--- src/rtl/cache_rd_arbiter.sv ---
// Shares one single-beat AXI read port between icache and dcache refills, one transaction at a time.
// Build option CACHE_ARB_RR_EN: round-robin tie-break instead of fixed dcache priority.
module cache_rd_arbiter #(
    parameter int ADDR_W = 64,
    parameter int DATA_W = 64
) (
    input  logic              clk,
    input  logic              rst,
    input  logic              ic_read_ena,
    input  logic [ADDR_W-1:0] ic_addr,
    input  logic              ic_read_resp,
    output logic [DATA_W-1:0] ic_data,
    output logic              ic_valid,
    output logic              arb_working_ti,
    input  logic              dc_read_ena,
    input  logic [ADDR_W-1:0] dc_addr,
    input  logic              dc_read_resp,
    output logic [DATA_W-1:0] dc_data,
    output logic              dc_valid,
    output logic              arb_working_td,
    output logic              ar_valid,
    input  logic              ar_ready,
    output logic [ADDR_W-1:0] ar_addr,
    input  logic              r_valid,
    output logic              r_ready,
    input  logic [DATA_W-1:0] r_data,
    input  logic [1:0]        r_resp
);
    typedef enum logic [1:0] {IDLE, AR, R, RESP} state_t;
    localparam logic OWN_IC = 1'b0;
    localparam logic OWN_DC = 1'b1;

    state_t            state_q, state_d;
    logic              owner_q, owner_d;
    logic              aband_q, aband_d;
    logic [ADDR_W-1:0] addr_q, addr_d;
    logic [DATA_W-1:0] data_q, data_d;
    logic              grant_dc;
    logic              owner_ena;
    logic              owner_resp;

`ifdef CACHE_ARB_RR_EN
    logic last_q, last_d;

    // On a tie the side that did not win last time gets the bus.
    assign grant_dc = dc_read_ena && (!ic_read_ena || last_q == OWN_IC);

    always_comb begin
        last_d = last_q;
        if (state_q == IDLE && (ic_read_ena || dc_read_ena))
            last_d = grant_dc ? OWN_DC : OWN_IC;
    end

    always_ff @(posedge clk or negedge rst) begin
        if (!rst) last_q <= OWN_IC;
        else      last_q <= last_d;
    end
`else
    assign grant_dc = dc_read_ena;
`endif

    assign owner_ena  = (owner_q == OWN_DC) ? dc_read_ena  : ic_read_ena;
    assign owner_resp = (owner_q == OWN_DC) ? dc_read_resp : ic_read_resp;

    always_comb begin
        state_d = state_q;
        owner_d = owner_q;
        aband_d = aband_q;
        addr_d  = addr_q;
        data_d  = data_q;
        case (state_q)
            IDLE: begin
                if (ic_read_ena || dc_read_ena) begin
                    owner_d = grant_dc ? OWN_DC : OWN_IC;
                    addr_d  = grant_dc ? dc_addr : ic_addr;
                    aband_d = 1'b0;
                    state_d = AR;
                end
            end
            AR: begin
                // A requester that lets go mid-flight still lets the bus beat finish.
                aband_d = aband_q | ~owner_ena;
                if (ar_ready) state_d = R;
            end
            R: begin
                aband_d = aband_q | ~owner_ena;
                if (r_valid) begin
                    data_d  = (r_resp == 2'b00) ? r_data : '0;
                    state_d = RESP;
                end
            end
            RESP: begin
                if (aband_q || owner_resp) state_d = IDLE;
            end
            default: state_d = IDLE;
        endcase
    end

    always_ff @(posedge clk or negedge rst) begin
        if (!rst) begin
            state_q <= IDLE;
            owner_q <= OWN_IC;
            aband_q <= 1'b0;
            addr_q  <= '0;
            data_q  <= '0;
        end else begin
            state_q <= state_d;
            owner_q <= owner_d;
            aband_q <= aband_d;
            addr_q  <= addr_d;
            data_q  <= data_d;
        end
    end

    assign ar_valid       = (state_q == AR);
    assign ar_addr        = addr_q;
    assign r_ready        = (state_q == R);
    assign ic_data        = data_q;
    assign dc_data        = data_q;
    assign ic_valid       = (state_q == RESP) && (owner_q == OWN_IC) && !aband_q;
    assign dc_valid       = (state_q == RESP) && (owner_q == OWN_DC) && !aband_q;
    assign arb_working_ti = (state_q != IDLE) && (owner_q == OWN_DC);
    assign arb_working_td = (state_q != IDLE) && (owner_q == OWN_IC);
endmodule

--- config.mk ---
export PLATFORM = sky130hd
export DESIGN_NAME = cache_rd_arbiter
export DESIGN_NICKNAME = d
export VERILOG_FILES = /design/src/rtl/cache_rd_arbiter.sv
export SDC_FILE = /design/constraint.sdc
export NUM_CORES = 1
export LEC_CHECK = 0
export BUFFER_PORTS_ARGS = -buffer_cell sky130_fd_sc_hd__buf_4
export CAP_MARGIN = 25
export CORE_AREA = 3 3 156 158
export DETAILED_ROUTE_END_ITERATION = 6
export DIE_AREA = 0 0 159 161
export GPL_ROUTABILITY_DRIVEN = 0
export PLACE_DENSITY = 0.65
export SLEW_MARGIN = 30
export SYNTH_ARGS = -nofsm -noshare
export SYNTH_HDL_FRONTEND = slang
export SYNTH_SLANG_ARGS = --single-unit
--- constraint.sdc ---
create_clock -name clk -period 2.1 [get_ports clk]
set_clock_uncertainty 0.15 [all_clocks]
set_input_delay 0.315 -clock clk [delete_from_list [all_inputs] [get_ports clk]]
set_output_delay 0.315 -clock clk [all_outputs]
set_load 0.03 [all_outputs]
* Word level (Yosys, flattened, before mapping) *
Index checks and enable logic that the tools add are counted.

cells by class
  bitwise gates (word level) = 3
  equal/unequal tests = 7
  reduce and logical (&&, ||, !) cells = 18
  mux-type cells = 12

operators with widths
  operator                                                                  number
  64-bit two-way mux                                                        2
  2-bit two-way mux                                                         4
  2-bit one-hot mux with 4 select lines                                     1
  1-bit logical AND                                                         6
  2-bit inequality test (second input constant)                             3
  2-bit AND reduction                                                       3
  2-bit == test (second input constant)                                     2
  2-bit zero test                                                           2
  1-bit two-way mux                                                         4
  4-bit AND reduction                                                       1
  2-bit nonzero test                                                        2
  2-bit by 1-bit == test with 1-bit output (second input constant)          1
  1-bit logical OR                                                          2
  2-bit by 1-bit inequality test with 1-bit output (second input constant)  1
  1-bit inverter                                                            2
  1-bit one-hot mux with 2 select lines                                     1
  2-bit OR reduction                                                        1
  1-bit zero test                                                           1
  1-bit OR                                                                  1

word-level totals
  bits in registers = 132
  input bits = 202

* Depth between registers and ports, before layout *
Gate-level depths: netlist (run 1).

  depth in word-level cells = 4
  gate-level depth with buffers = 9
  mapped depth without buffers = 6

* Worst setup path after synthesis (run 1) *
No wires, ideal clock.

  path kind = register to register
  start = register state_q[0]
  end = register data_q[10] (netlist: dc_data[10])
  cell stages (with the launch flop) = 7
  arrival = 1.606 ns
  slack = 0.278 ns
  path through = dfrtp_1 > inv_1 > ha_1 > nand2_2 > nor3_4 > buf_6 > a22o_1

between the ends
  cells in the longest elaborated chain, start to end = 2

ends and longest elaborated chain
  item                           line  RTL
  start: declaration             33    state_t state_q, state_d;
  start signal: assignment       107   state_q <= state_d;
  2-bit == test                  n/a
  net r_ready                    25    output logic r_ready,
  2-bit AND reduction (no line)  n/a
  end signal: assignment         111   data_q <= data_d;
  end: declaration               37    logic [DATA_W-1:0] data_q, data_d;

The timed path passes the listed nets, and every way through them passes these cells.
A chain may end at the register's enable or synchronous reset.

* Final worst setup path (run 1) *
  start = register state_q[1]
  end = output port arb_working_td

between the ends
  cells in the longest elaborated chain, start to end = 2

ends and longest elaborated chain
  item                line  RTL
  2-bit nonzero test  123   assign arb_working_td = (state_q != IDLE) && (owner_q == OWN_IC);
  1-bit logical AND   123
  end: declaration    20    output logic arb_working_td,

Every way passes these cells.

==> flow_summary.toml, run 1 <==
[sta]
tightest_slew_ns = 0.680
drv_slew = 0
rsz0062_at_grt = "false"
slew_headroom_pct = 54.5
period_share_pct = 95.3
fin_setup_tns_ns = 0
hold_viol = 0
max_freq_ghz = 0.500
min_period_ns = 2.00
setup_viol = 0

[worst_setup_path]
endpoint_kind = "output pin"
crit_fanout = 7
crit_end = "arb_working_td"
path_common_cell = "buf_4"
r2r_slack_ns = 0.30
timing.rr.end = "state_q[1]"
rr_worst_depth = 6
startpoint_type = "flop"
critPathLaunch = "state_q[1]"
cp_data_required_time_ns = 1.63
crit_chain = "inv_1 > ha_4 > buf_4 > nor2_1 > buf_4"
critPathKind = "flop to output pin"
r2r-start = "state_q[0]"
critical_path_arrival_ns = 1.54
cp_slowest_cell = "dfrtp_1"
slowest_delay_ns = 0.39

[clock_network]
worstSkewPairLatency_ns = 0.41
cts_made_buffers = 17
ctsHtreeMaxLevel = 4
path_clk_slew_ns = 0.06
cts.sinks = 132
clockBufferDepth = 2
clock-root-buffer = "clkbuf_16"
cts_tree = "built"

[detailed_routing]
drc = 0
viasPerCell = 4.33
drt_iter0_markers = 173
antenna_left = 0
vias = 5437
firstDrtPassIters = 6
drt-total-wl_mm = 21.0
wl_per_cell_um = 16.7

[synthesis]
syn_area_um2 = 6160
yosys-top-cells-area = "dfrtp_1 54%, mux2i_1 10%, a22o_1 9.2%"
ys_seq_area_share_pct = 53.6
yosys_warnings = 0
yosys.area.top_type = "dfrtp_1"
syn-num-nets = 728
ys_ff_latch = 132
yosysUniqueCellTypes = 28
synth_area_per_cell_um2 = 11.8
netlist_instances = 522
synth_top_area_share_pct = 53.6

[power]
p_leak_nw = 5.40
power.total_mw = 17.0
p_int_mw = 9.25
power_density_nw_per_um2 = 1650
power_switching_mw = 7.79
p_sw_share_pct = 45.7
power_frac_comb_pct = 54.5
clkPwrFrac_pct = 18.2
vdd_drop_max_mv = 0.640
power_frac_seq_pct = 27.4

[floorplanning]
die_area_um2 = 25600
fp.dieW_um = 159
io_pins = 400
core_area_um2 = 23300
fp.dieH_um = 161
rows = 56
start_util_pct = 26.5

[finish]
nNetsFinal = 1131
fin_util_pct = 44.5
syn_to_final_growth_pct = 68.0
drive_above_1_share_pct = 52.1
fillers = 2238
diodes = 0

[global_route]
antenna_found_initial = 0
grt_overflow = 0
grt_max_degree = 58
grt_usage_pct = 15.9
grt_pass1_vias = 5668
grt_pass1_wl_mm = 31.9

[placement]
io_buffers = 399
dp_hpwl_mm = 16.2

[flow_run]
max_cap_viol_count = 0

[worst_hold_path]
holdCritPathClass = "input pin to flop"

[outcome]
run_status = "complete, no violations"
==> cell usage after synthesis (all sizes together) <==
cell type,count
a211oi,2
a21oi,1
a221oi,1
a22o,65
buf,95
clkbuf,5
dfrtp,132
ha,4
inv,6
mux2,1
mux2i,64
nand2,68
nand2b,2
nor2,5
nor2b,1
nor3,1
o21ai,65
o22ai,2
o31ai,1
o32a,1
==> critical path, delay by kind of cell, from the launching register on <==
kind	cells	cell delay [ns]
simple gates	1	0.10
flops	1	0.39
fa+ha+maj	1	0.21
buf+inv	3	0.44
==> power by group through the flow <==
stage          Clock (mW)  Combinational, mW  Sequential, mW
3_5_place_dp            0               9.21            4.68
2_1_floorplan           0               4.01            6.71
5_1_grt              3.30               9.80            4.83
3_3_place_gp            0               9.10            4.68
4_1_cts              3.19               9.34            4.67
6_report             3.10               9.29            4.67
==> layout by cell type (no fill, tap or decap) <==
master and count:
inv_2 1, clkbuf_1 1, dlygate4sd3_1 65, a211oi_2 2, a221oi_1 1, buf_4 409, nor3_4 1, bufinv_16 3
clkbuf_16 17, nand2_1 57, clkinvlp_4 3, o21ai_4 1, ha_4 1, clkinv_4 3, o22ai_1 2, o21ai_0 36
mux2_4 1, nor2b_1 1, o32a_1 1, mux2i_1 64, a21oi_1 1, nand2_2 11, o31ai_1 1, buf_6 1
buf_12 9, inv_1 5, o21ai_1 8, inv_6 4, nand2b_1 1, a22o_1 65, o21ai_2 20, dfrtp_1 132
nor2_1 5, ha_1 3, nand2b_4 1
==> layer usage <==
metal	vias up	track usage [%]	part of all wire [%]
met1	2571	18.1	39
met3	13	5.98	8.7
li1	2587	-	-
met4	0	3.70	1.0
met2	266	28.3	51
met5	-	0	0
==> flip-flops by register name, indices dropped and copies added (netlist names) <==
register,count
aband_q,1
ar_addr,64
dc_data,64
owner_q,1
state_q,2
==> cell type report <==
class / count / area [µm²] / area share, %
Clock buffer: 18 / 429 / 4.15
Timing Repair Buffer: 484 / 3910 / 37.8
Tap cell: 319 / 399 / 3.86
Clock inverter: 13 / 174 / 1.68
Inverter: 6 / 22.5 / 0.218
Multi-Input combinational cell: 284 / 2110 / 20.4
Sequential cell: 132 / 3300 / 31.9
==> cell families after synthesis <==
family,synth area share (%)
and+or+nand+nor,5.59
adders and majority gates,0.812
buffers and inverters,12.4
muxes,10.6
AOI/OAI and AO/OA,16.9
DFF,53.6
==> metrics by stage <==
step,instance area [µm²],hold WS [ns],setup slack [ns],instances
2_1_floorplan,6160,-0.131,0.278,522
3_3_place_gp,9070,0.117,0.197,1158
3_5_place_dp,9070,0.116,0.164,1158
4_1_cts,10300,0.00875,0.0205,1254
5_1_grt,10400,0.0180,0.00245,1256
6_report,10400,0.0284,0.0990,1256
==> worst min path at each step <==
stage | to | depth (start not counted) | slack, ns | from
CTS | ar_addr[14] | 3 | 0.009 | ic_addr[14]
floorplan | aband_q | 0 | -0.13 | rst
finish | ar_addr[14] | 3 | 0.03 | ic_addr[14]
global route | ar_addr[14] | 3 | 0.02 | ic_addr[14]
detailed placement | dc_data[30] | 1 | 0.12 | rst
global placement | dc_data[30] | 1 | 0.12 | rst
==> what timing repair did <==
item / in CTS / in global routing
endpoints found under the hold margin: 100 / 0
setup buffers: 0 / 2
gates resized for setup: 2 / 1
hold buffers: 65 / 0
endpoints found under the setup margin: 2 / 2
cloned: 0 / 0
Power figures use the tool's default switching activity.
==> run 2, diff against run 1 <==
==> config.mk (replaced) <==
export PLATFORM = sky130hd
export DESIGN_NAME = cache_rd_arbiter
export DESIGN_NICKNAME = d
export VERILOG_FILES = /design/src/rtl/cache_rd_arbiter.sv
export SDC_FILE = /design/constraint.sdc
export NUM_CORES = 1
export LEC_CHECK = 0
export CAP_MARGIN = 25
export CORE_AREA = 3 3 154 156
export DETAILED_ROUTE_END_ITERATION = 6
export DIE_AREA = 0 0 157 159
export DONT_BUFFER_PORTS = 1
export GPL_ROUTABILITY_DRIVEN = 0
export PLACE_DENSITY = 0.51
export SLEW_MARGIN = 30
export SYNTH_ARGS = -nofsm -noshare
export SYNTH_HDL_FRONTEND = slang
export SYNTH_SLANG_ARGS = --single-unit
==> run 2 against run 1 <==
Effect of this change:
- the run now fails in clock tree synthesis (4_1_cts)
- synthesized area unchanged
- synthesized cell count stayed put
==> flow_summary.toml, run 2 <==
[synthesis]
syn_area_um2 = 6160
synth_edf_count = 0
ys_seq_area_share_pct = 53.6
synth-xor-area-share_pct = 0
synth_top_area_share_pct = 53.6
yosys_warnings = 0
synth_mux_area_share_pct = 10.6
netlist_instances = 522
ys_ff_latch = 132
synth_top_family_by_area = "compound AO/OA/AOI/OAI gates"
synth_fa_ha_area_share_pct = 0.812
synth_compound_area_share_pct = 16.9
syn-num-nets = 728
synth_ff_type = "dfrtp_1"
yosys.area.top_type = "dfrtp_1"
synth-simple-area-share_pct = 5.58
synthTopCellsByCount = "132 x dfrtp_1, 69 x buf_4, 65 x a22o_1"
synth_area_per_cell_um2 = 11.8
yosysUniqueCellTypes = 28
async_flop_share_pct = 100
yosys-top-cells-area = "dfrtp_1 54%, mux2i_1 10%, a22o_1 9.2%"
yosysMostFrequentCell = "dfrtp_1"

[floorplanning]
io_pins = 400
fp.dieW_um = 157
rows = 55
fp.dieH_um = 159
start_util_pct = 27.4

[clock_network]
clockBufferDepth = 2
cts-resized-gates = 0
clock-root-buffer = "clkbuf_16"
postCtsSetupRepairBufs = 0
cts_made_buffers = 17
ctsHtreeMaxLevel = 4
hold_buffers = 151
cts.sinks = 132

[placement]
io_buffers = 0
dp_hpwl_mm = 12.3

[outcome]
run_status = "aborted with a tool error"
error = "[ERROR RSZ-0060] Max buffer count reached."
haltStage = "clock tree synthesis (4_1_cts)"
-- run 2: cell counts after synthesis --
No cell type changed its count.
-- run 2: through the flow --
step | hold WS [ns] | setup WS [ns] | cells | utilization (%) | instance area [µm²]
floorplan | -0.131 | 0.278 | 522 | - | 6160
global placement | -0.126 | 0.273 | 721 | 26.3 | 5910
detailed placement | -0.127 | 0.185 | 721 | 26.3 | 5910
-- run 2: cells by family after synthesis --
| group | Yosys count |
|---|---|
| adders and majority gates | 4 |
| buffers and inverters | 106 |
| AOI/OAI and AO/OA | 138 |
| DFF | 132 |
| muxes | 65 |
| and+or+nand+nor | 77 |
==> run 3, diff against run 2 <==
--- a/config.mk
+++ b/config.mk
@@ -11,7 +11,7 @@
 export DIE_AREA = 0 0 157 159
 export DONT_BUFFER_PORTS = 1
 export GPL_ROUTABILITY_DRIVEN = 0
-export PLACE_DENSITY = 0.51
+export PLACE_DENSITY_LB_ADDON = 0.15
 export SLEW_MARGIN = 30
 export SYNTH_ARGS = -nofsm -noshare
 export SYNTH_HDL_FRONTEND = slang
==> run 3 against run 2 <==
Effect of this change:
- the flow again stops in clock tree synthesis (4_1_cts)
- synthesized area did not move
- synthesized cell count unchanged
==> flow_summary.toml, run 3 <==
[outcome]
run_status = "aborted with a tool error"
haltStage = "clock tree synthesis (4_1_cts)"
error = "[ERROR RSZ-0060] Max buffer count reached."

[synthesis]
synthTopCellsByCount = "132 x dfrtp_1, 69 x buf_4, 65 x a22o_1"
yosys.area.top_type = "dfrtp_1"
netlist_instances = 522
yosysUniqueCellTypes = 28
async_flop_share_pct = 100
synth_ff_type = "dfrtp_1"
ys_seq_area_share_pct = 53.6
yosys_warnings = 0
synth_edf_count = 0
yosys-top-cells-area = "dfrtp_1 54%, mux2i_1 10%, a22o_1 9.2%"
ys_ff_latch = 132
syn_area_um2 = 6160
synth_area_per_cell_um2 = 11.8
synth_top_area_share_pct = 53.6
syn-num-nets = 728
yosysMostFrequentCell = "dfrtp_1"

[clock_network]
cts-resized-gates = 0
cts_made_buffers = 17
clockBufferDepth = 2
clock-root-buffer = "clkbuf_16"
postCtsSetupRepairBufs = 2
hold_buffers = 151
cts.sinks = 132
ctsHtreeMaxLevel = 4

[floorplanning]
fp.dieH_um = 159
io_pins = 400
fp.dieW_um = 157
start_util_pct = 27.4
rows = 55

[placement]
io_buffers = 0
dp_hpwl_mm = 11.6
run 3: cell counts after synthesis:
Identical to the previous run, type by type.
run 3: per-stage QoR:
| step | cells | utilization [%] | area (µm²) | setup slack, ns | hold slack, ns |
|---|---|---|---|---|---|
| detailed placement | 721 | 26.4 | 5940 | 0.377 | -0.127 |
| global placement | 721 | 26.4 | 5940 | 0.425 | -0.126 |
| floorplan | 522 | - | 6160 | 0.278 | -0.131 |
run 3: cell families after synthesis:
| kind of cell | Yosys count | synth area share, % |
|---|---|---|
| AOI/OAI and AO/OA | 138 | 16.9 |
| DFF | 132 | 53.6 |
| buffers and inverters | 106 | 12.4 |
| and+or+nand+nor | 77 | 5.59 |
| muxes | 65 | 10.6 |
| adders and majority gates | 4 | 0.812 |
